<file path="src/rtl/vga_text_renderer.sv">
// 80x25 text-mode renderer: counts cell position from the timing generator's active
// strobes, fetches char/attr then glyph rows, and emits palette RGB 4 cycles after input.
module vga_text_renderer #(
    parameter int COLS   = 80,
    parameter int ROWS   = 25,
    parameter int CHAR_W = 9,
    parameter int CHAR_H = 16
) (
    input  logic        clock,
    input  logic        rst_i,
    input  logic        hs_i,
    input  logic        vs_i,
    input  logic        h_active,
    input  logic        v_active,
    input  logic        eos,
    input  logic        cursor_en,
    input  logic [6:0]  cursor_col,
    input  logic [4:0]  cursor_row,
    output logic [10:0] vram_addr,
    input  logic [15:0] vram_data,
    output logic [11:0] font_addr,
    input  logic [7:0]  font_data,
    output logic [7:0]  r,
    output logic [7:0]  g,
    output logic [7:0]  b,
    output logic        hs_o,
    output logic        vs_o,
    output logic        de_o
);
    localparam int PXW = $clog2(CHAR_W);
    localparam int CW  = $clog2(COLS + 1);
    localparam int LW  = $clog2(CHAR_H);
    localparam int RW  = $clog2(ROWS + 1);

    logic de;
    assign de = h_active & v_active;

    // stage 0: position counters
    logic [PXW-1:0] px_q, px_d;
    logic [CW-1:0]  col_q, col_d;
    logic [LW-1:0]  line_q, line_d;
    logic [RW-1:0]  row_q, row_d;
    logic           de_prev_q;
    logic [5:0]     frame_q;

    // stage 1..4 registers
    logic [10:0]    vram_addr_q, vram_addr_d;
    logic [PXW-1:0] s1_px_q, s2_px_q;
    logic [LW-1:0]  s1_line_q;
    logic           s1_cur_q, s1_cur_d, s1_off_q, s1_off_d;
    logic [11:0]    font_addr_q;
    logic [7:0]     s2_attr_q;
    logic           s2_ext_q, s2_cur_q, s2_off_q;
    logic           s3_pix_q, s3_pix_d, s3_off_q;
    logic [3:0]     s3_fg_q, s3_fg_d, s3_bg_q, s3_bg_d;
    logic [23:0]    rgb_q, rgb_d;
    logic [3:0][2:0] sync_q;  // {hs, vs, de} delay line

    always_comb begin
        px_d   = px_q;
        col_d  = col_q;
        line_d = line_q;
        row_d  = row_q;
        if (de) begin
            if (px_q == PXW'(CHAR_W - 1)) begin
                px_d = '0;
                if (col_q != CW'(COLS)) col_d = col_q + 1'b1;
            end else begin
                px_d = px_q + 1'b1;
            end
        end else begin
            px_d  = '0;
            col_d = '0;
        end
        // end-of-screen outranks a coincident end-of-line
        if (eos) begin
            line_d = '0;
            row_d  = '0;
        end else if (de_prev_q && !de) begin
            if (line_q == LW'(CHAR_H - 1)) begin
                line_d = '0;
                if (row_q != RW'(ROWS)) row_d = row_q + 1'b1;
            end else begin
                line_d = line_q + 1'b1;
            end
        end
    end

    always_comb begin
        vram_addr_d = 11'(row_q) * 11'(COLS) + 11'(col_q);
        s1_off_d    = (col_q == CW'(COLS)) || (row_q == RW'(ROWS));
        s1_cur_d    = cursor_en && (int'(col_q) == int'(cursor_col)) &&
                      (int'(row_q) == int'(cursor_row)) && (int'(line_q) >= CHAR_H - 2);
    end

    logic [7:0] glyph_sh;
    logic       glyph_bit;
    always_comb begin
        glyph_sh = font_data << s2_px_q;
        // the 9th column repeats bit 0 only for line-drawing characters 0xC0..0xDF
        if (int'(s2_px_q) >= 8) glyph_bit = s2_ext_q & font_data[0];
        else                    glyph_bit = glyph_sh[7];
        s3_pix_d = glyph_bit | (s2_cur_q & ~frame_q[4]);
        s3_bg_d  = {1'b0, s2_attr_q[6:4]};
        s3_fg_d  = (s2_attr_q[7] & frame_q[5]) ? s3_bg_d : s2_attr_q[3:0];
    end

    function automatic logic [7:0] comp(input logic inten, input logic on);
        if (on) return inten ? 8'hFF : 8'hAA;
        return inten ? 8'h55 : 8'h00;
    endfunction

    function automatic logic [23:0] pal(input logic [3:0] c);
        logic [7:0] gc;
        gc = (c == 4'h6) ? 8'h55 : comp(c[3], c[1]);
        return {comp(c[3], c[2]), gc, comp(c[3], c[0])};
    endfunction

    always_comb begin
        rgb_d = '0;
        if (sync_q[2][0] && !s3_off_q) rgb_d = pal(s3_pix_q ? s3_fg_q : s3_bg_q);
    end

    always_ff @(posedge clock or posedge rst_i) begin
        if (rst_i) begin
            px_q        <= '0;
            col_q       <= '0;
            line_q      <= '0;
            row_q       <= '0;
            de_prev_q   <= 1'b0;
            frame_q     <= '0;
            vram_addr_q <= '0;
            s1_px_q     <= '0;
            s1_line_q   <= '0;
            s1_cur_q    <= 1'b0;
            s1_off_q    <= 1'b0;
            font_addr_q <= '0;
            s2_px_q     <= '0;
            s2_attr_q   <= '0;
            s2_ext_q    <= 1'b0;
            s2_cur_q    <= 1'b0;
            s2_off_q    <= 1'b0;
            s3_pix_q    <= 1'b0;
            s3_fg_q     <= '0;
            s3_bg_q     <= '0;
            s3_off_q    <= 1'b0;
            rgb_q       <= '0;
            sync_q      <= '0;
        end else begin
            px_q        <= px_d;
            col_q       <= col_d;
            line_q      <= line_d;
            row_q       <= row_d;
            de_prev_q   <= de;
            frame_q     <= frame_q + {5'd0, eos};
            vram_addr_q <= vram_addr_d;
            s1_px_q     <= px_q;
            s1_line_q   <= line_q;
            s1_cur_q    <= s1_cur_d;
            s1_off_q    <= s1_off_d;
            font_addr_q <= {vram_data[7:0], 4'(s1_line_q)};
            s2_px_q     <= s1_px_q;
            s2_attr_q   <= vram_data[15:8];
            s2_ext_q    <= (vram_data[7:5] == 3'b110);
            s2_cur_q    <= s1_cur_q;
            s2_off_q    <= s1_off_q;
            s3_pix_q    <= s3_pix_d;
            s3_fg_q     <= s3_fg_d;
            s3_bg_q     <= s3_bg_d;
            s3_off_q    <= s2_off_q;
            rgb_q       <= rgb_d;
            sync_q      <= {sync_q[2:0], {hs_i, vs_i, de}};
        end
    end

    assign vram_addr = vram_addr_q;
    assign font_addr = font_addr_q;
    assign r    = rgb_q[23:16];
    assign g    = rgb_q[15:8];
    assign b    = rgb_q[7:0];
    assign hs_o = sync_q[3][2];
    assign vs_o = sync_q[3][1];
    assign de_o = sync_q[3][0];
endmodule
</file>
<file path="config.mk">
export PLATFORM = sky130hd
export DESIGN_NAME = vga_text_renderer
export DESIGN_NICKNAME = d
export VERILOG_FILES = /design/src/rtl/vga_text_renderer.sv
export SDC_FILE = /design/constraint.sdc
export NUM_CORES = 1
export LEC_CHECK = 0
export CAP_MARGIN = 20
export CORE_MARGIN = 2
export CORE_UTILIZATION = 30
export DETAILED_ROUTE_END_ITERATION = 16
export SETUP_SLACK_MARGIN = 0.3
export SYNTH_ARGS = -nofsm -noshare
export SYNTH_HDL_FRONTEND = slang
export SYNTH_SLANG_ARGS = --single-unit
</file>
<file path="constraint.sdc">
create_clock -name clock -period 2.8 [get_ports clock]
set_clock_uncertainty 0.05 [all_clocks]
set_input_delay 0.42 -clock clock [delete_from_list [all_inputs] [get_ports clock]]
set_output_delay 0.42 -clock clock [all_outputs]
set_load 0.05 [all_outputs]
</file>
==> Implementation_results.wiki, run 1 <==
{| class="wikitable"
! Metric !! Value
|-
| Status || completed
|-
| Filler Cells Inserted || 1233
|-
| Number of buffers inserted for hold repair after clock tree synthesis || 0
|-
| Wl on met1 || 3420 um
|-
| Number of antenna violations at the first check in global routing || 0
|-
| Logic depth of the worst register-to-register path || 7
|-
| First DRT Iteration DRCs || 89
|-
| Area fraction of the dominant cell type after synthesis || 62.6%
|-
| Total power density per cell area || 592 nW/um^2
|-
| Count of vias placed by the detailed router || 2468
|-
| Via count of the first global-routing pass || 2639
|-
| Die extent in x || 119 um
|-
| Post-detailed-route wirelength per cell || 13.3 um
|-
| Post-synthesis area per instance || 13.1 um^2
|-
| Upper clock frequency limit || 426 MHz
|-
| Met2 Wirelength || 3600 um
|-
| Num CTS Buffers || 9
|-
| Worst hold path stage count || 0
|-
| Synthesized net count || 370
|-
| Clk pin slew, worst setup/hold paths || 0.07 ns
|-
| Area inside the core boundary || 13100 um^2
|-
| Share of synthesized area occupied by flip-flops and latches || 62.6%
|-
| Area occupied by registers || 2500 um^2
|-
| Ranking of synthesized cells by area || dfrtp_1, ha_1, xnor2_1, buf_4, xor2_1
|-
| Required time reported for the critical path endpoint || 3.01 ns
|-
| IO buf count || 93
|-
| Arrival time worst endpoint || 2.56 ns
|-
| Average via count per standard cell || 4.32
|-
| Latest clock arrival within the worst-skew pair || 0.34 ns
|-
| Area used by multi-input combinational logic || 1290 um^2
|-
| Layout net count || 455
|-
| Count of antenna diodes in the layout || 0
|-
| Fraction of layout cells with a size suffix above 1 || 8.35%
|-
| Total Die Area || 14300 um^2
|-
| Worst relative slew slack || 48.3%
|-
| Count of final setup violators || 0
|-
| Launch instance of the worst register-to-register path || row_q[1]
|-
| Unrepaired setup endpoints after global routing || false
|-
| Cell area after technology mapping || 4000 um^2
|-
| Setup TNS || 0 ns
|-
| Buffers inserted during post-CTS setup optimization || 0
|-
| Count of distinct cell types in the synthesized netlist || 45
|-
| Crit path to || vram_addr[10]
|-
| Number of failing hold endpoints at the final stage || 0
|-
| Worst reg2reg endpoint || vram_addr[10]
|-
| Clk sinks || 100
|-
| Ys async rst share || 100%
|-
| Synthesis-to-finish area growth || 33.7%
|-
| Routability congestion estimate || 0.787
|-
| Chip Height || 119 um
|-
| Detailed route wirelength on metal3 || 508 um
|-
| Worst-path fanout max || 7
|-
| GRT Total Usage || 11.6%
|-
| Highest metal layer with signal wires || met4
|-
| Worst slew pin tran || 0.774 ns
|-
| Routed wire length || 7620 um
|-
| Warning count from the yosys run || 0
|-
| DRT Pass-1 Iters || 4
|-
| Ports placed on the boundary || 94
|-
| Total gr overflow || 0
|-
| Max VDD drop || 303 uV
|-
| Number of flops mapped to enable cells by yosys || 0
|-
| Cell chosen for the clock root || clkbuf_16
|-
| Path type of the worst setup path || register to register
|-
| Cell type contributing the most total cell area after synthesis || dfrtp_1
|-
| Number of violations of the max-capacitance limit || 0
|-
| Final clock period utilization by the worst path || 83.9%
|-
| Mapped Cells || 305
|-
| Flip-flop and latch count after synthesis || 100
|-
| Global-route wire length before repair || 13000 um
|-
| Count of pins over their slew limit || 0
|-
| Flop-to-flop setup slack || 0.45 ns
|-
| Starting utilization of the core area || 30.4%
|-
| Leakage dissipation || 2.37 nW
|-
| Final antenna-violating net count || 0
|-
| Crit start category || register
|-
| Worst setup EP type || register
|-
| Dominant synthesized flop cell || dfrtp_1
|-
| DPL Wire Length || 5590 um
|-
| Clk buf depth || 2
|-
| Minimum period implied by the final worst setup slack || 2.35 ns
|-
| Post-route total power || 0.00316 W
|-
| Critical path startpoint || row_q[1]
|-
| DRC violations left || 0
|-
| Kind of path behind the tightest hold check || register to register
|-
| Largest net degree at the start of global routing || 37
|-
| Std cell rows || 42
|-
| CTS H-tree depth || 3
|-
| Clock tree from TritonCTS || yes
|}
## kinds of logic after synthesis
group / share of synthesized area [%]
flip-flops: 62.6
XOR/XNOR: 6.57
AO/OA/AOI/OAI: 5.69
adder cells (fa/ha/maj): 6.95
buffers and inverters: 5.35
multiplexers: 2.94
AND/OR/NAND/NOR: 9.92
## layout make-up
| class | instances | share of cell area (%) |
|---|---|---|
| timing repair buffer | 97 | 18.4 |
| multi-input combinational | 167 | 24.1 |
| clock inverter | 5 | 0.819 |
| tap | 176 | 4.12 |
| clock buffer | 11 | 4.54 |
| inverter | 15 | 1.12 |
| sequential | 100 | 46.8 |
## power by group
part           switching, W  leakage, nW  internal, W
Sequential        0.0000603         1.30      0.00154
Combinational      0.000215        0.938     0.000173
Clock              0.000540        0.134     0.000638
Total              0.000816         2.37      0.00235
## critical path: stages (launching register included)
cell and delay, ns:
dfrtp_1 0.47, ha_1 0.33, ha_1 0.23, fa_1 0.42, xor2_2 0.22, o2111ai_1 0.17, xnor2_1 0.24, xnor2_1 0.14
## placed cells by master, fill, tap and decap left out, types with 2 or more instances in the layout
cell type / count
mux2i_1: 5
or3_1: 5
nand3b_1: 2
clkbuf_16: 9
nand4_1: 3
dfrtp_1: 99
mux2_2: 4
nand3_1: 6
buf_12: 2
a21o_1: 2
nor4_1: 2
a21oi_1: 13
fa_1: 2
nor2b_1: 2
xnor2_1: 18
xor2_1: 11
o2111ai_1: 2
clkdlybuf4s50_1: 93
a211oi_1: 2
buf_4: 2
nor2_1: 19
nand2b_1: 4
nor3_1: 3
and2_1: 2
ha_1: 19
nand2_1: 14
clkinvlp_4: 3
nand4b_1: 2
inv_1: 14
o21ai_0: 6
o311ai_0: 2
## cells in the mapped netlist (2+ instances only)
cell type	n
inv_1	15
nand2b_1	4
a21oi_1	13
a211oi_1	2
and2_1	2
xor2_1	12
dfrtp_1	100
nand4_1	3
buf_4	19
nand4b_1	2
nor2_1	19
nor2b_1	2
fa_1	2
nand3_1	6
clkbuf_1	3
nand3b_1	2
nor4_1	2
o311ai_0	2
xnor2_1	18
o2111ai_1	2
nor3_1	3
o21ai_0	6
nand2_1	14
mux2i_1	5
ha_1	19
or3_1	5
a21o_1	2
mux2_2	4
## through the flow
step	cells	utilization [%]	hold slack, ns	instance area (um^2)	setup slack [ns]
floorplan	305	-	0.281	4000	0.660
global route	571	40.7	0.307	5350	0.331
detailed placement	555	38.4	0.285	5050	0.453
CTS	571	40.6	0.300	5340	0.430
finish	571	40.7	0.296	5350	0.452
global placement	555	38.4	0.283	5050	0.583
## state kept, by name, summed over array words and instances (netlist names), 3 cells and up
register	cells
sync_q	9
s3_fg_q	4
font_addr	12
px_q	4
line_q	4
frame_q	6
s1_line_q	4
col_q	7
s1_px_q	4
vram_addr	11
rgb_q	5
row_q	5
s3_bg_q	3
s2_px_q	4
s2_attr_q	8
## what timing repair did
item                                   CTS  global route
resized for setup                        0             2
endpoints found under the hold margin    0             0
setup endpoints to repair                0             1
## how the worst min path moves through the flow
| stage | startpoint | end |
|---|---|---|
| floorplan | s1_line_q[0] | font_addr[0] |
| global placement | sync_q[5] | sync_q[8] |
| detailed placement | sync_q[4] | sync_q[7] |
| CTS | s1_px_q[3] | s2_px_q[3] |
| global route | s1_px_q[2] | s2_px_q[2] |
| finish | s1_px_q[3] | s2_px_q[3] |
## routing by layer
layer,GRT usage (%),vias up
li1,-,1179
met1,14.7,1186
met2,18.7,93
met4,3.09,0
met3,4.26,10
met5,0,-
Power figures use the tool's default switching activity.
==> run 2, diff against run 1 <==
==> constraint.sdc (replaced) <==
create_clock -name clock -period 2.1 [get_ports clock]
set_clock_uncertainty 0.05 [all_clocks]
set_input_delay 0.315 -clock clock [delete_from_list [all_inputs] [get_ports clock]]
set_output_delay 0.315 -clock clock [all_outputs]
set_load 0.05 [all_outputs]
==> run 2 against run 1 <==
  * Combinational power grew 27%
  * Flip-flop and latch count is the same
  * Register-to-register slack lost 0.31 ns
  * Sequential power grew 33%
  * Via count grew 3.2%
  * Critical path depth shrank 1
  * First-iteration DRC count grew 19%
  * Final cell count grew 1.8%
  * Power grew 35%
  * Setup slack lost 0.31 ns
  * Count of clock-buffer cells in the layout shrank 2
  * Clock power grew 39%
==> Implementation_results.wiki, run 2 (synthesized netlist as in run 1, its figures left out) <==
{| class="wikitable"
! Metric !! Value
|-
| IO buf count || 93 (unchanged)
|-
| Clk pin slew, worst setup/hold paths || 0.07 ns (about the same)
|-
| CTS H-tree depth || 3 (unchanged)
|-
| Required time reported for the critical path endpoint || 2.31 ns (was 3.01 ns)
|-
| DRC violations left || 0 (unchanged)
|-
| Final antenna-violating net count || 0 (unchanged)
|-
| Worst setup EP type || register (unchanged)
|-
| Largest net degree at the start of global routing || 32 (was 37)
|-
| Area inside the core boundary || 13100 um^2 (unchanged)
|-
| Hold path endpoint || font_addr[2] (was s2_px_q[3])
|-
| Ports placed on the boundary || 94 (unchanged)
|-
| Via count of the first global-routing pass || 2656 (was 2639)
|-
| Worst-path fanout max || 2 (was 7)
|-
| Unrepaired setup endpoints after global routing || true (was false)
|-
| Cell chosen for the clock root || clkbuf_16 (unchanged)
|-
| Path type of the worst setup path || register to register (unchanged)
|-
| Count of vias placed by the detailed router || 2546 (was 2468)
|-
| Launch instance of the worst register-to-register path || row_q[1] (unchanged)
|-
| Total Die Area || 14300 um^2 (unchanged)
|-
| Count of antenna diodes in the layout || 0 (unchanged)
|-
| Flop-to-flop setup slack || 0.14 ns (was 0.45 ns)
|-
| Layout net count || 466 (was 455)
|-
| Count of final setup violators || 0 (unchanged)
|-
| Minimum period implied by the final worst setup slack || 1.96 ns (was 2.35 ns)
|-
| Most frequent cells in the layout || dfrtp_1, dlygate4sd2_1, clkdlybuf4s50_1, nor2_1, xnor2_1 (was dfrtp_1, clkdlybuf4s50_1, nor2_1, ha_1, xnor2_1)
|-
| Count of pins over their slew limit || 0 (unchanged)
|-
| Global-route wire length before repair || 13400 um (was 13000 um)
|-
| Number of violations of the max-capacitance limit || 0 (unchanged)
|-
| Average via count per standard cell || 4.38 (was 4.32)
|-
| Total power density per cell area || 781 nW/um^2 (was 592 nW/um^2)
|-
| Final clock period utilization by the worst path || 93.3% (was 83.9%)
|-
| Kind of path behind the tightest hold check || register to register (unchanged)
|-
| Smallest hold slack || 0.293 ns (was 0.296 ns)
|-
| Upper clock frequency limit || 511 MHz (was 426 MHz)
|-
| CP cell instances || ha_4, ha_4, fa_2, o2111ai_2, xnor2_1, xnor2_1 (was ha_1, ha_1, fa_1, xor2_2, o2111ai_1, xnor2_1, xnor2_1)
|-
| Number of failing hold endpoints at the final stage || 0 (unchanged)
|-
| Worst hold path stage count || 0 (unchanged)
|-
| Clk buf depth || 2 (unchanged)
|-
| Num CTS Buffers || 9 (unchanged)
|-
| Clk sinks || 100 (unchanged)
|-
| Clock tree from TritonCTS || yes (unchanged)
|-
| Die extent in x || 119 um (unchanged)
|-
| Slowest stage delay, CP || 0.55 ns (was 0.47 ns)
|-
| DRT Pass-1 Iters || 5 (was 4)
|-
| Fraction of layout cells with a size suffix above 1 || 13.8% (was 8.35%)
|-
| Logic depth of the worst register-to-register path || 6 (was 7)
|-
| First DRT Iteration DRCs || 106 (was 89)
|-
| Max VDD drop || 479 uV (was 303 uV)
|-
| Worst reg2reg endpoint || vram_addr[10] (unchanged)
|-
| Synthesis-to-finish area growth || 36.5% (was 33.7%)
|-
| Finished Cell Area || 5460 um^2 (was 5350 um^2)
|-
| GRT Total Usage || 12.1% (was 11.6%)
|-
| Post-detailed-route wirelength per cell || 13.6 um (was 13.3 um)
|-
| DPL Wire Length || 5760 um (was 5590 um)
|-
| Latest clock arrival within the worst-skew pair || 0.34 ns (about the same)
|-
| Number of antenna violations at the first check in global routing || 0 (unchanged)
|-
| Slowest library cell on the worst path || fa_2 (was dfrtp_1)
|-
| Setup TNS || 0 ns (unchanged)
|-
| Status || completed (unchanged)
|-
| Routed wire length || 7910 um (was 7620 um)
|-
| Worst Min Path Start || s1_line_q[2] (was s1_px_q[3])
|-
| Routability congestion estimate || 0.791 (was 0.787)
|-
| Post-Place Cell Area || 5160 um^2 (was 5050 um^2)
|-
| Chip Height || 119 um (unchanged)
|-
| Crit start category || register (unchanged)
|-
| Std cell rows || 42 (unchanged)
|-
| Worst relative slew slack || 65.4% (was 48.3%)
|-
| Starting utilization of the core area || 30.4% (unchanged)
|-
| Total gr overflow || 0 (unchanged)
|-
| Leakage dissipation || 2.63 nW (was 2.37 nW)
|-
| Most common library cell in the layout ignoring fill and taps || dfrtp_1 (unchanged)
|-
| Worst slew pin tran || 0.521 ns (was 0.774 ns)
|-
| Max FFs per register || 12 (unchanged)
|-
| Arrival time worst endpoint || 2.17 ns (was 2.56 ns)
|}
run 2: how the worst max path moves through the flow:
stage / cells after the start / slack, ns / end / from
after floorplan: 6 / 0.11 / vram_addr[10] / row_q[3]
after global placement: 6 / 0.13 / vram_addr[10] / row_q[2]
after detailed placement: 6 / 0.06 / vram_addr[10] / row_q[2]
after CTS: 6 / 0.14 / vram_addr[10] / row_q[2]
after global routing: 6 / 0.07 / vram_addr[10] / row_q[1]
final: 6 / 0.14 / vram_addr[10] / row_q[1]
run 2: worst max-delay path, delay by kind of cell (launching register included):
kind            cells  cell delay, ns
compound gates      1            0.13
xor+xnor            2            0.33
fa+ha+maj           3            0.97
flops               1            0.41
run 2: metrics by stage:
step	instances	util, %	setup WS [ns]	power, W
after floorplan	305	-	0.113	0.00249
after global placement	562	39.3	0.128	0.00268
after detailed placement	562	39.3	0.0622	0.00270
after CTS	579	41.2	0.136	0.00433
after global routing	581	41.6	0.0705	0.00447
final	581	41.6	0.141	0.00426
run 2: report_power, final:
part | switching, W | internal, W | leakage (nW) | total (W)
registers | 0.0000786 | 0.00205 | 1.30 | 0.00213
logic | 0.000289 | 0.000207 | 1.19 | 0.000495
clock network | 0.000714 | 0.000929 | 0.144 | 0.00164
run 2: what timing repair did:
action	4_1_cts	5_1_grt
gates resized for setup	51	9
setup buffers	2	2
endpoints found under the hold margin	0	0
pin swaps	3	3
endpoints found under the setup margin	53	10
hold buffers	0	0
run 2: final cells by class:
class	count	area, um^2
Timing Repair Buffer	108	1020
Inverter	15	60.1
Multi-Input combinational cell	167	1360
Tap cell	176	220
Fill cell	1252	7680
Sequential cell	100	2500
Clock inverter	6	71.3
Clock buffer	9	225
run 2: metal layers:
metal,vias up,global-route usage (%),wire length [um]
met2,92,19.5,3700
met1,1247,15.4,3620
met4,0,3.97,110
met5,-,0,0
met3,9,3.59,481
li1,1198,-,-
==> run 3, diff against run 2 <==
--- a/config.mk
+++ b/config.mk
@@ -10,6 +10,7 @@
 export CORE_UTILIZATION = 30
 export DETAILED_ROUTE_END_ITERATION = 16
 export SETUP_SLACK_MARGIN = 0.3
+export SKIP_CTS_REPAIR_TIMING = 1
 export SYNTH_ARGS = -nofsm -noshare
 export SYNTH_HDL_FRONTEND = slang
 export SYNTH_SLANG_ARGS = --single-unit
==> run 3 against run 2 <==
  * Flip-flop and latch count unchanged
  * Combinational power up 5.5%
  * Routed wire length up 4.5%
  * Largest cell class unchanged
==> Implementation_results.wiki, run 3 (synthesized netlist as in run 1, its figures left out) <==
{| class="wikitable"
! Metric !! Value
|-
| Max VDD drop || 479 uV (about the same)
|-
| Count of vias placed by the detailed router || 2566 (was 2546)
|-
| Post-Place Cell Area || 5160 um^2 (unchanged)
|-
| GRT Total Usage || 12.0% (was 12.1%)
|-
| Path type of the worst setup path || register to register (unchanged)
|-
| Largest net degree at the start of global routing || 32 (unchanged)
|-
| DPL Wire Length || 5760 um (unchanged)
|-
| Final clock period utilization by the worst path || 94.4% (was 93.3%)
|-
| Crit start category || register (unchanged)
|-
| Worst setup EP type || register (unchanged)
|-
| Chip Height || 119 um (unchanged)
|-
| Die extent in x || 119 um (unchanged)
|-
| Power dissipated by switching net loads || 0.00108 W (about the same)
|-
| Finished Cell Area || 5670 um^2 (was 5460 um^2)
|-
| Latest clock arrival within the worst-skew pair || 0.34 ns (about the same)
|-
| Clk pin slew, worst setup/hold paths || 0.07 ns (about the same)
|-
| Share of total power in the clock network || 38.2% (was 38.5%)
|-
| Slowest stage delay, CP || 0.56 ns (was 0.55 ns)
|-
| Internal power || 0.00321 W (was 0.00318 W)
|-
| CTS H-tree depth || 3 (unchanged)
|-
| Slowest library cell on the worst path || fa_2 (unchanged)
|-
| Max FFs per register || 12 (unchanged)
|-
| Worst relative slew slack || 64.3% (was 65.4%)
|-
| Worst slew pin tran || 0.535 ns (was 0.521 ns)
|-
| Sequential fraction of design power || 49.6% (was 49.9%)
|-
| Average via count per standard cell || 4.41 (was 4.38)
|-
| Most common library cell in the layout ignoring fill and taps || dfrtp_1 (unchanged)
|-
| Clock tree from TritonCTS || yes (unchanged)
|-
| Unrepaired setup endpoints after global routing || true (unchanged)
|-
| Clk sinks || 100 (unchanged)
|-
| Global-route wire length before repair || 13400 um (about the same)
|-
| Final antenna-violating net count || 0 (unchanged)
|-
| Number of violations of the max-capacitance limit || 0 (unchanged)
|-
| Routed wire length || 8260 um (was 7910 um)
|-
| Total power density per cell area || 756 nW/um^2 (was 781 nW/um^2)
|-
| Count of antenna diodes in the layout || 0 (unchanged)
|-
| First DRT Iteration DRCs || 123 (was 106)
|-
| Cell chosen for the clock root || clkbuf_16 (unchanged)
|-
| Most frequent cells in the layout || dfrtp_1, dlymetal6s2s_1, clkdlybuf4s50_1, xnor2_1, nor2_1 (was dfrtp_1, dlygate4sd2_1, clkdlybuf4s50_1, nor2_1, xnor2_1)
|-
| Final worst-path setup slack || 0.118 ns (was 0.141 ns)
|-
| Kind of path behind the tightest hold check || register to register (unchanged)
|-
| Starting utilization of the core area || 30.4% (unchanged)
|-
| Area inside the core boundary || 13100 um^2 (unchanged)
|-
| Clk buf depth || 2 (unchanged)
|-
| Minimum period implied by the final worst setup slack || 1.98 ns (was 1.96 ns)
|-
| Pre-CTS setup slack || 0.0622 ns (unchanged)
|-
| Filler Cells Inserted || 1204 (was 1252)
|-
| Total Die Area || 14300 um^2 (unchanged)
|-
| Num CTS Buffers || 9 (unchanged)
|-
| Post-detailed-route wirelength per cell || 14.2 um (was 13.6 um)
|-
| DRT Pass-1 Iters || 4 (was 5)
|-
| Arrival time worst endpoint || 2.19 ns (was 2.17 ns)
|-
| IO buf count || 93 (unchanged)
|-
| Status || completed (unchanged)
|-
| Upper clock frequency limit || 504 MHz (was 511 MHz)
|-
| Count of pins over their slew limit || 0 (unchanged)
|-
| Worst-path fanout max || 2 (unchanged)
|-
| Count of final setup violators || 0 (unchanged)
|-
| Fraction of layout cells with a size suffix above 1 || 14.8% (was 13.8%)
|-
| Std cell rows || 42 (unchanged)
|-
| Via count of the first global-routing pass || 2645 (was 2656)
|-
| Total gr overflow || 0 (unchanged)
|-
| CP cell instances || ha_4, ha_4, fa_2, o2111ai_2, xnor2_1, xnor2_1 (unchanged)
|-
| DRC violations left || 0 (unchanged)
|-
| Number of failing hold endpoints at the final stage || 0 (unchanged)
|-
| Setup TNS || 0 ns (unchanged)
|-
| Switching part of the total || 25.3% (was 25.4%)
|-
| Leakage dissipation || 3.22 nW (was 2.63 nW)
|-
| Layout net count || 467 (was 466)
|-
| Required time reported for the critical path endpoint || 2.31 ns (about the same)
|-
| Comb power frac || 12.2% (was 11.6%)
|-
| Synthesis-to-finish area growth || 41.9% (was 36.5%)
|-
| Ports placed on the boundary || 94 (unchanged)
|-
| Routability congestion estimate || 0.791 (unchanged)
|-
| Number of antenna violations at the first check in global routing || 0 (unchanged)
|}
-- run 3: changes by cell type in the layout (fill, tap and decap cells not counted), sizes merged --
cell | before | now
dlymetal6s2s | 0 | 50
dlygate4sd2 | 50 | 0
buf | 15 | 16
-- run 3: path summary, 6_finish.rpt --
| kind | end | cells after the start | start | slack (ns) |
|---|---|---|---|---|
| max in group asynchronous | row_q[3] | 3 | rst_i | 1.19 |
| setup / recovery | vram_addr[10] | 6 | row_q[1] | 0.12 |
| hold / removal | font_addr[2] | 0 | s1_line_q[2] | 0.29 |
| hold reg to reg | font_addr[2] | 0 | s1_line_q[2] | 0.29 |
| min in group asynchronous | font_addr[9] | 2 | rst_i | 0.30 |
| setup reg to reg | vram_addr[10] | 6 | row_q[1] | 0.12 |
-- run 3: area by class of cell --
class / instances / area (um^2) / area share, %
clock inverter: 6 / 71.3 / 1.26
tap: 176 / 220 / 3.88
timing repair buffer: 109 / 1220 / 21.5
clock buffer: 9 / 225 / 3.97
sequential: 100 / 2500 / 44.1
multi-input combinational: 167 / 1370 / 24.2
inverter: 15 / 60.1 / 1.06
-- run 3: metrics by stage --
stage          power (W)  hold slack [ns]  cells  util [%]
2_1_floorplan    0.00249            0.281    305         -
3_3_place_gp     0.00268            0.284    562      39.3
3_5_place_dp     0.00270            0.285    562      39.3
4_1_cts          0.00436            0.293    577      41.5
5_1_grt          0.00450            0.300    582      43.2
6_report         0.00429            0.292    582      43.2
-- run 3: worst max-delay path, delay by kind of cell (launching register included) --
kind | cells | cell delay [ns]
xor gates and xnor gates | 2 | 0.35
DFF | 1 | 0.41
adders and majority gates | 3 | 0.98
AOI/OAI and AO/OA | 1 | 0.13
-- run 3: routing by layer --
metal	vias up	GRT usage, %	routed length (um)
met4	0	3.97	102
met2	95	19.3	3910
met1	1254	15.5	3680
li1	1206	-	-
met3	11	3.59	568
met5	-	0	0
-- run 3: power by group through the flow --
stage	Combinational, W	Sequential (W)	Clock (W)
after floorplan	0.000277	0.00221	0
after global placement	0.000522	0.00216	0
after detailed placement	0.000531	0.00217	0
after CTS	0.000534	0.00213	0.00170
after global routing	0.000563	0.00215	0.00179
final	0.000522	0.00213	0.00164
